`config.mk`:
```
export PLATFORM = sky130hd
export DESIGN_NAME = wb_hyperram_memtest
export DESIGN_NICKNAME = d
export VERILOG_FILES = /design/src/rtl/wb_memtest_pkg.sv /design/src/rtl/wb_memtest_pattern.sv /design/src/rtl/wb_hyperram_memtest.sv
export SDC_FILE = /design/constraint.sdc
export NUM_CORES = 1
export LEC_CHECK = 0
export ABC_AREA = 1
export BUFFER_PORTS_ARGS = -buffer_cell sky130_fd_sc_hd__buf_4
export CORE_AREA = 5 5 176 178
export DETAILED_ROUTE_END_ITERATION = 8
export DIE_AREA = 0 0 181 183
export MAX_ROUTING_LAYER = met4
export PLACE_DENSITY_LB_ADDON = 0.12
export SYNTH_ARGS = -nofsm -noshare
export SYNTH_HDL_FRONTEND = slang
export SYNTH_SLANG_ARGS = --single-unit
```
`constraint.sdc`:
```
create_clock -name wb_clk_i -period 2.1 [get_ports wb_clk_i]
set_input_delay 0.21 -clock wb_clk_i [delete_from_list [all_inputs] [get_ports wb_clk_i]]
set_output_delay 0.21 -clock wb_clk_i [all_outputs]
set_load 0.05 [all_outputs]
```
`src/rtl/wb_memtest_pkg.sv`:
```
// Shared types and constants for the Wishbone memory-test engine.
//   state_t   : sequencer states
//   mode_t    : pattern selection codes
//   LFSR_POLY : Galois tap mask for x^32+x^22+x^2+x+1 (right-shifting form)
package wb_memtest_pkg;

   typedef enum logic [2:0] {
      ST_IDLE,
      ST_WR_REQ,
      ST_WR_GAP,
      ST_RD_REQ,
      ST_RD_GAP,
      ST_FIN
   } state_t;

   typedef enum logic [1:0] {
      MODE_CONST = 2'd0,
      MODE_ADDR  = 2'd1,
      MODE_LFSR  = 2'd2,
      MODE_NADDR = 2'd3
   } mode_t;

   localparam logic [31:0] LFSR_POLY = 32'h8020_0003;

   function automatic logic [31:0] lfsr_step(input logic [31:0] s);
      return {1'b0, s[31:1]} ^ (s[0] ? LFSR_POLY : 32'h0);
   endfunction

endpackage

```
`src/rtl/wb_memtest_pattern.sv`:
```
// Pattern generator for the memory-test engine.
//   wb_clk_i, wb_rstn_i : clock, async active-low reset
//   load                : reload LFSR from seed (zero seed becomes 1)
//   advance             : step LFSR once (one word)
//   seed, mode          : pattern configuration
//   adr                 : address of the word being generated
//   word                : pattern word for the state after the coming clock edge
module wb_memtest_pattern
   import wb_memtest_pkg::*;
(
   input  logic        wb_clk_i,
   input  logic        wb_rstn_i,
   input  logic        load,
   input  logic        advance,
   input  logic [31:0] seed,
   input  mode_t       mode,
   input  logic [31:0] adr,
   output logic [31:0] word
);

   logic [31:0] lfsr_q;
   logic [31:0] lfsr_d;

   always_comb begin
      lfsr_d = lfsr_q;
      if (load) begin
         lfsr_d = (seed == 32'h0) ? 32'h1 : seed;
      end else if (advance) begin
         lfsr_d = lfsr_step(lfsr_q);
      end
   end

   always_ff @(posedge wb_clk_i or negedge wb_rstn_i) begin
      if (!wb_rstn_i) begin
         lfsr_q <= 32'h0;
      end else begin
         lfsr_q <= lfsr_d;
      end
   end

   // Built from next-state values so the top can register the word
   // and present it in the same cycle the request starts.
   always_comb begin
      word = seed;
      case (mode)
         MODE_CONST: word = seed;
         MODE_ADDR:  word = adr;
         MODE_LFSR:  word = lfsr_d;
         MODE_NADDR: word = ~adr;
         default:    word = seed;
      endcase
   end

endmodule

```
`src/rtl/wb_hyperram_memtest.sv`:
```
// Wishbone classic memory-test initiator: writes a pattern to count_i words
// from base_adr_i, reads them back and compares.
//   wb_clk_i, wb_rstn_i        : clock, async active-low reset
//   start_i, base_adr_i, count_i, mode_i, seed_i : test launch and configuration
//   wbm_*                      : Wishbone classic initiator port
//   busy_o, done_o, pass_o     : run status
//   err_cnt_o, first_err_adr_o, timeout_o : result details
//
// state     | meaning
// ST_IDLE   | waiting for start_i
// ST_WR_REQ | write request on the bus, waiting for ack
// ST_WR_GAP | one idle bus cycle between writes
// ST_RD_REQ | read request on the bus, compare on ack
// ST_RD_GAP | one idle bus cycle between reads
// ST_FIN    | done_o pulse, results final
module wb_hyperram_memtest
   import wb_memtest_pkg::*;
#(
   parameter int CNT_W   = 16,
   parameter int TIMEOUT = 255
) (
   input  logic             wb_clk_i,
   input  logic             wb_rstn_i,
   input  logic             start_i,
   input  logic [31:0]      base_adr_i,
   input  logic [CNT_W-1:0] count_i,
   input  logic [1:0]       mode_i,
   input  logic [31:0]      seed_i,
   output logic             wbm_cyc_o,
   output logic             wbm_stb_o,
   output logic             wbm_we_o,
   output logic [3:0]       wbm_sel_o,
   output logic [31:0]      wbm_adr_o,
   output logic [31:0]      wbm_dat_o,
   input  logic [31:0]      wbm_dat_i,
   input  logic             wbm_ack_i,
   output logic             busy_o,
   output logic             done_o,
   output logic             pass_o,
   output logic [CNT_W-1:0] err_cnt_o,
   output logic [31:0]      first_err_adr_o,
   output logic             timeout_o
);

   localparam int TO_W = 16;
   localparam logic [TO_W-1:0] TO_LAST = TO_W'(TIMEOUT - 1);

   state_t           state_q, state_d;
   mode_t            mode_q, mode_d;
   logic [31:0]      base_q, base_d, adr_q, adr_d, seed_q, seed_d;
   logic [31:0]      ferr_q, ferr_d, pat_q, pat_next;
   logic [CNT_W-1:0] count_q, count_d, rem_q, rem_d, err_q, err_d;
   logic [TO_W-1:0]  to_q, to_d;
   logic             tmo_q, tmo_d, pass_q, pass_d;
   logic             pat_load, pat_adv, req_next;
   logic             cyc_q, we_q, busy_q, done_q;
   logic [3:0]       sel_q;

   wb_memtest_pattern u_pattern (
      .wb_clk_i  (wb_clk_i),
      .wb_rstn_i (wb_rstn_i),
      .load      (pat_load),
      .advance   (pat_adv),
      .seed      (seed_d),
      .mode      (mode_d),
      .adr       (adr_d),
      .word      (pat_next)
   );

   always_comb begin
      state_d  = state_q;
      mode_d   = mode_q;
      base_d   = base_q;
      adr_d    = adr_q;
      seed_d   = seed_q;
      ferr_d   = ferr_q;
      count_d  = count_q;
      rem_d    = rem_q;
      err_d    = err_q;
      to_d     = to_q;
      tmo_d    = tmo_q;
      pass_d   = pass_q;
      pat_load = 1'b0;
      pat_adv  = 1'b0;
      case (state_q)
         ST_IDLE: begin
            if (start_i) begin
               base_d   = base_adr_i & 32'hFFFF_FFFC;
               adr_d    = base_adr_i & 32'hFFFF_FFFC;
               mode_d   = mode_t'(mode_i);
               seed_d   = seed_i;
               count_d  = count_i;
               rem_d    = count_i;
               err_d    = '0;
               ferr_d   = 32'h0;
               tmo_d    = 1'b0;
               pass_d   = 1'b0;
               to_d     = '0;
               pat_load = 1'b1;
               state_d  = (count_i == '0) ? ST_FIN : ST_WR_REQ;
            end
         end
         ST_WR_REQ: begin
            if (wbm_ack_i) begin
               state_d = ST_WR_GAP;
            end else if (to_q == TO_LAST) begin
               tmo_d   = 1'b1;
               state_d = ST_FIN;
            end else begin
               to_d = to_q + 1'b1;
            end
         end
         ST_WR_GAP: begin
            to_d = '0;
            if (rem_q == CNT_W'(1)) begin
               rem_d    = count_q;
               adr_d    = base_q;
               pat_load = 1'b1;
               state_d  = ST_RD_REQ;
            end else begin
               rem_d   = rem_q - 1'b1;
               adr_d   = adr_q + 32'd4;
               pat_adv = 1'b1;
               state_d = ST_WR_REQ;
            end
         end
         ST_RD_REQ: begin
            if (wbm_ack_i) begin
               state_d = ST_RD_GAP;
               if (wbm_dat_i != pat_q) begin
                  if (err_q != '1) begin
                     err_d = err_q + 1'b1;
                  end
                  if (err_q == '0) begin
                     ferr_d = adr_q;
                  end
               end
            end else if (to_q == TO_LAST) begin
               tmo_d   = 1'b1;
               state_d = ST_FIN;
            end else begin
               to_d = to_q + 1'b1;
            end
         end
         ST_RD_GAP: begin
            to_d = '0;
            if (rem_q == CNT_W'(1)) begin
               state_d = ST_FIN;
            end else begin
               rem_d   = rem_q - 1'b1;
               adr_d   = adr_q + 32'd4;
               pat_adv = 1'b1;
               state_d = ST_RD_REQ;
            end
         end
         ST_FIN: begin
            state_d = ST_IDLE;
         end
         default: begin
            state_d = ST_IDLE;
         end
      endcase
      if ((state_d == ST_FIN) && (state_q != ST_FIN)) begin
         pass_d = (err_d == '0) && !tmo_d;
      end
   end

   assign req_next = (state_d == ST_WR_REQ) || (state_d == ST_RD_REQ);

   always_ff @(posedge wb_clk_i or negedge wb_rstn_i) begin
      if (!wb_rstn_i) begin
         state_q <= ST_IDLE;
         mode_q  <= MODE_CONST;
         base_q  <= 32'h0;
         adr_q   <= 32'h0;
         seed_q  <= 32'h0;
         ferr_q  <= 32'h0;
         pat_q   <= 32'h0;
         count_q <= '0;
         rem_q   <= '0;
         err_q   <= '0;
         to_q    <= '0;
         tmo_q   <= 1'b0;
         pass_q  <= 1'b0;
         cyc_q   <= 1'b0;
         we_q    <= 1'b0;
         sel_q   <= 4'h0;
         busy_q  <= 1'b0;
         done_q  <= 1'b0;
      end else begin
         state_q <= state_d;
         mode_q  <= mode_d;
         base_q  <= base_d;
         adr_q   <= adr_d;
         seed_q  <= seed_d;
         ferr_q  <= ferr_d;
         pat_q   <= pat_next;
         count_q <= count_d;
         rem_q   <= rem_d;
         err_q   <= err_d;
         to_q    <= to_d;
         tmo_q   <= tmo_d;
         pass_q  <= pass_d;
         cyc_q   <= req_next;
         we_q    <= (state_d == ST_WR_REQ);
         sel_q   <= {4{req_next}};
         busy_q  <= (state_d == ST_WR_REQ) || (state_d == ST_WR_GAP) ||
                    (state_d == ST_RD_REQ) || (state_d == ST_RD_GAP);
         done_q  <= (state_d == ST_FIN);
      end
   end

   assign wbm_cyc_o       = cyc_q;
   assign wbm_stb_o       = cyc_q;
   assign wbm_we_o        = we_q;
   assign wbm_sel_o       = sel_q;
   assign wbm_adr_o       = adr_q;
   assign wbm_dat_o       = pat_q;
   assign busy_o          = busy_q;
   assign done_o          = done_q;
   assign pass_o          = pass_q;
   assign err_cnt_o       = err_q;
   assign first_err_adr_o = ferr_q;
   assign timeout_o       = tmo_q;

endmodule
```
==> out/qor.yml <==
run_status: "complete, but fails checks"
violations: "negative setup slack"
worst_setup_path_end_kind: "flop"
clock-root-buffer: "clkbuf_16"
route.detailed.drc: 0
yosys.area.top_type: "dfrtp_1"
clock_skew_ns: 0.0123
async_flop_share_pct: 100
grt_pass1_vias: 16500
path_delay_family: "simple AND/OR/NAND/NOR gates"
gp_congestion: 0.965
grt_pass1_wl_um: 87700
rr_startpoint: "state_q[0]"
clock_latency_ns: 0.58
cts_max_path_buffers: 3
crit_buf_inv: 5
detail-route-antenna-nets: 0
setup_viol: 77
grt_max_degree: 68
wl_um: 57500
clock_sinks: 265
p_sw_share_pct: 46.5
die_x_um: 181
vias_per_cell: 5.59
pwr-share-comb_pct: 63.0
port_buffers: 238
tightest_slew_ns: 0.632
power.share.clock_pct: 14.0
power.total_mw: 38.0
min_period_ns: 2.38
drive_gt1_share_pct: 43.5
p_seq_share_pct: 23.0
final-hold-violation-count: 0
ioPinCount: 241
placedCellCount: 2739
via_count: 16600
wl_per_cell_um: 19.4
crit_slowest_cell: "dfrtp_1"
crit_path_cell_trace: "buf_6 -> buf_6 -> nor2_4 -> nand2_4 -> nand2_4 -> inv_4 -> nor2_8 -> buf_12 -> buf_6 -> o21ai_1 -> o211ai_1 -> nor2_1 -> a21oi_1 -> nand3_1"
crit_fanout: 5
initial_utilization_pct: 49.0
critical-path-max-stage-delay_ns: 0.40
drtIter0Drc: 1812
ir_drop_uv: 1100
synth_warnings: 0
ys_seq_elements: 265
r2r_end: "wbm_dat_o[22]"
synth_flop_cell: "dfrtp_1"
die_h_um: 183
switchingPower_mw: 17.7
avgSynthCellArea_um2: 7.67
reg2reg_depth: 14
rrSetupSlack_ns: -0.28
gr-total-overflow: 0
min-delay-path-class: "in -> reg"
clkTransAtPathRegs_ns: 0.06
p_per_area_nw_per_um2: 1610
worstSetupPathDepth: 14
max_freq_ghz: 0.420
seq_area_frac_synth_pct: 46.3
hp-start: "seed_i[14]"
slew_viol_final: 0
synth-edff-count: 0
rsz0062_at_grt: "yes"
final_nets: 2675
hpwl_um: 37900
start_kind: "flop"
area_growth_pct: 65.1
drt-pass1-iter-count: 5
slew_headroom_pct: 57.7
period_share_pct: 113
placementRows: 63
p_int_mw: 20.3
netlist_instances: 1869
cap_violations: 0
cts_made_buffers: 31
core_area_um2: 29200
die_area_um2: 33100
crit_end: "wbm_dat_o[22]"
crit_start: "state_q[0]"
synth.area.top_cells: "dfrtp_1 (46%), nand2_1 (12%), inv_1 (6.5%)"
cp.required_ns: 2.54
grtUsageTotal_pct: 33.5
cts_tree: "built"
synth_area_um2: 14300
fin_ws_ns: -0.280
fin_cells: 2964
antenna_found_initial: 1
worstPathArrival_ns: 2.82
syn_nets: 1994
leakagePower_nw: 11.4
synth_top_area_share_pct: 46.3
crit_type: "reg -> reg"
cp_common_cell: "buf_6"
synth_cell_type_count: 51
htree_levels: 1
==> kinds of logic (layout without fill, tap and decap cells) <==
family                     count (synthesis)  in the layout  share of synthesized area [%]
and+or+nand+nor                          828            828                           25.0
other                                      0              1                              0
DFF                                      265            265                           46.3
xor gates and xnor gates                  55             55                           3.36
adders and majority gates                  7              7                          0.611
AOI/OAI and AO/OA                        372            372                           15.2
buffers and inverters                    342           1046                           9.58
==> final cells by class <==
type | instances | area [um^2]
inverters | 266 | 1040
repair buffers | 724 | 6390
flip-flops and latches | 265 | 6650
fillers | 1841 | 5580
clock inverters | 10 | 87.6
diodes | 1 | 2.50
well taps | 390 | 488
clock buffers | 46 | 912
multi-input cells | 1262 | 8090
==> power groups by stage <==
| stage | clock network, mW | registers [mW] | logic, mW |
|---|---|---|---|
| 2_1_floorplan | 0 | 11.2 | 7.38 |
| 3_3_place_gp | 0 | 8.48 | 18.1 |
| 3_5_place_dp | 0 | 8.55 | 18.3 |
| 4_1_cts | 5.37 | 8.59 | 21.7 |
| 5_1_grt | 5.58 | 8.94 | 25.3 |
| 6_report | 5.31 | 8.74 | 24.0 |
==> timing repair <==
action | in CTS | in global routing
hold buffers | 59 | 0
resized for setup | 349 | 253
hold endpoints to repair | 123 | 0
gates cloned | 11 | 4
pin swaps | 113 | 139
buffers inserted | 66 | 48
setup endpoints to repair | 96 | 140
==> synth_stat cells, drive strengths merged, types with 3 or more instances <==
cell and number:
o221ai 10, nor2 157, ha 7, o22ai 40, nand2 469, inv 266, nor4 14, nor3 23
clkbuf 38, o211ai 15, a211oi 5, xor2 31, a21oi 59, or2 18, xnor2 24, o2111ai 22
buf 38, a22oi 5, dfrtp 265, o31ai 3, nand3 93, nand4 48, o21a 4, o21ai 201
==> per-layer routing <==
| metal | routed length (um) | up-vias | share of wire (%) | track usage (%) |
|---|---|---|---|---|
| met1 | 22800 | 8042 | 40 | 43.1 |
| li1 | - | 7500 | - | - |
| met3 | 4070 | 204 | 7.1 | 4.50 |
| met5 | 0 | - | 0 | - |
| met4 | 2470 | 0 | 4.3 | 11.9 |
| met2 | 28200 | 834 | 49 | 54.9 |
==> metrics by stage <==
stage                     cell area (um^2)  utilization, %  worst slack, ns  setup TNS [ns]  hold slack [ns]
after floorplan                      14400               -          -0.0248          -0.119          -0.0856
after global placement               18900            64.8           -0.489          -15.65            0.197
after detailed placement             18900            64.8           -0.548          -19.51            0.196
after CTS                            22500            76.9           -0.238           -5.71         0.000664
after global routing                 23700            80.9           -0.347          -12.41           0.0118
final                                23700            80.9           -0.280           -7.37           0.0116
==> how the worst min path moves through the flow <==
stage	slack [ns]	to	depth (start not counted)
5_1_grt	0.01	seed_q[14]	4
2_1_floorplan	-0.09	base_q[10]	0
4_1_cts	0.0007	seed_q[24]	4
3_3_place_gp	0.20	count_q[10]	1
3_5_place_dp	0.20	count_q[10]	1
6_report	0.01	seed_q[14]	4
==> state kept, by name (all words and copies together), names as in the netlist <==
register and flops:
first_err_adr_o 32, seed_q 32, u_pattern.lfsr_q 32, wbm_adr_o 32, wbm_dat_o 32, base_q 30
count_q 16, err_cnt_o 16, rem_q 16, to_q 16, state_q 3, mode_q 2
busy_o 1, done_o 1, pass_o 1, timeout_o 1, wbm_sel_o 1, wbm_we_o 1
==> tightest hold or removal path: stages <==
cell     delay (ns)
buf_4          0.08
o21ai_2        0.06
buf_4          0.15
inv_1          0.06
==> cells in the final DEF (no fill, tap or decap), types with 14 or more instances in the layout <==
cell,instances
o21ai_2,63
nand3_2,38
nand4_1,48
nand3_1,46
nor2_1,89
o211ai_1,15
buf_4,569
o22ai_1,23
a21oi_1,32
buf_12,30
nand2_4,18
nor2_4,32
dfrtp_1,247
nand2_2,37
xor2_1,31
dfrtp_2,18
a21oi_2,21
buf_6,49
xnor2_1,21
nand2_1,413
nor2_2,34
o21ai_1,43
dlygate4sd3_1,59
inv_1,225
o2111ai_2,14
o21ai_0,89
inv_2,30
o22ai_2,16
clkbuf_16,33
(Power assumes the default switching activity.)
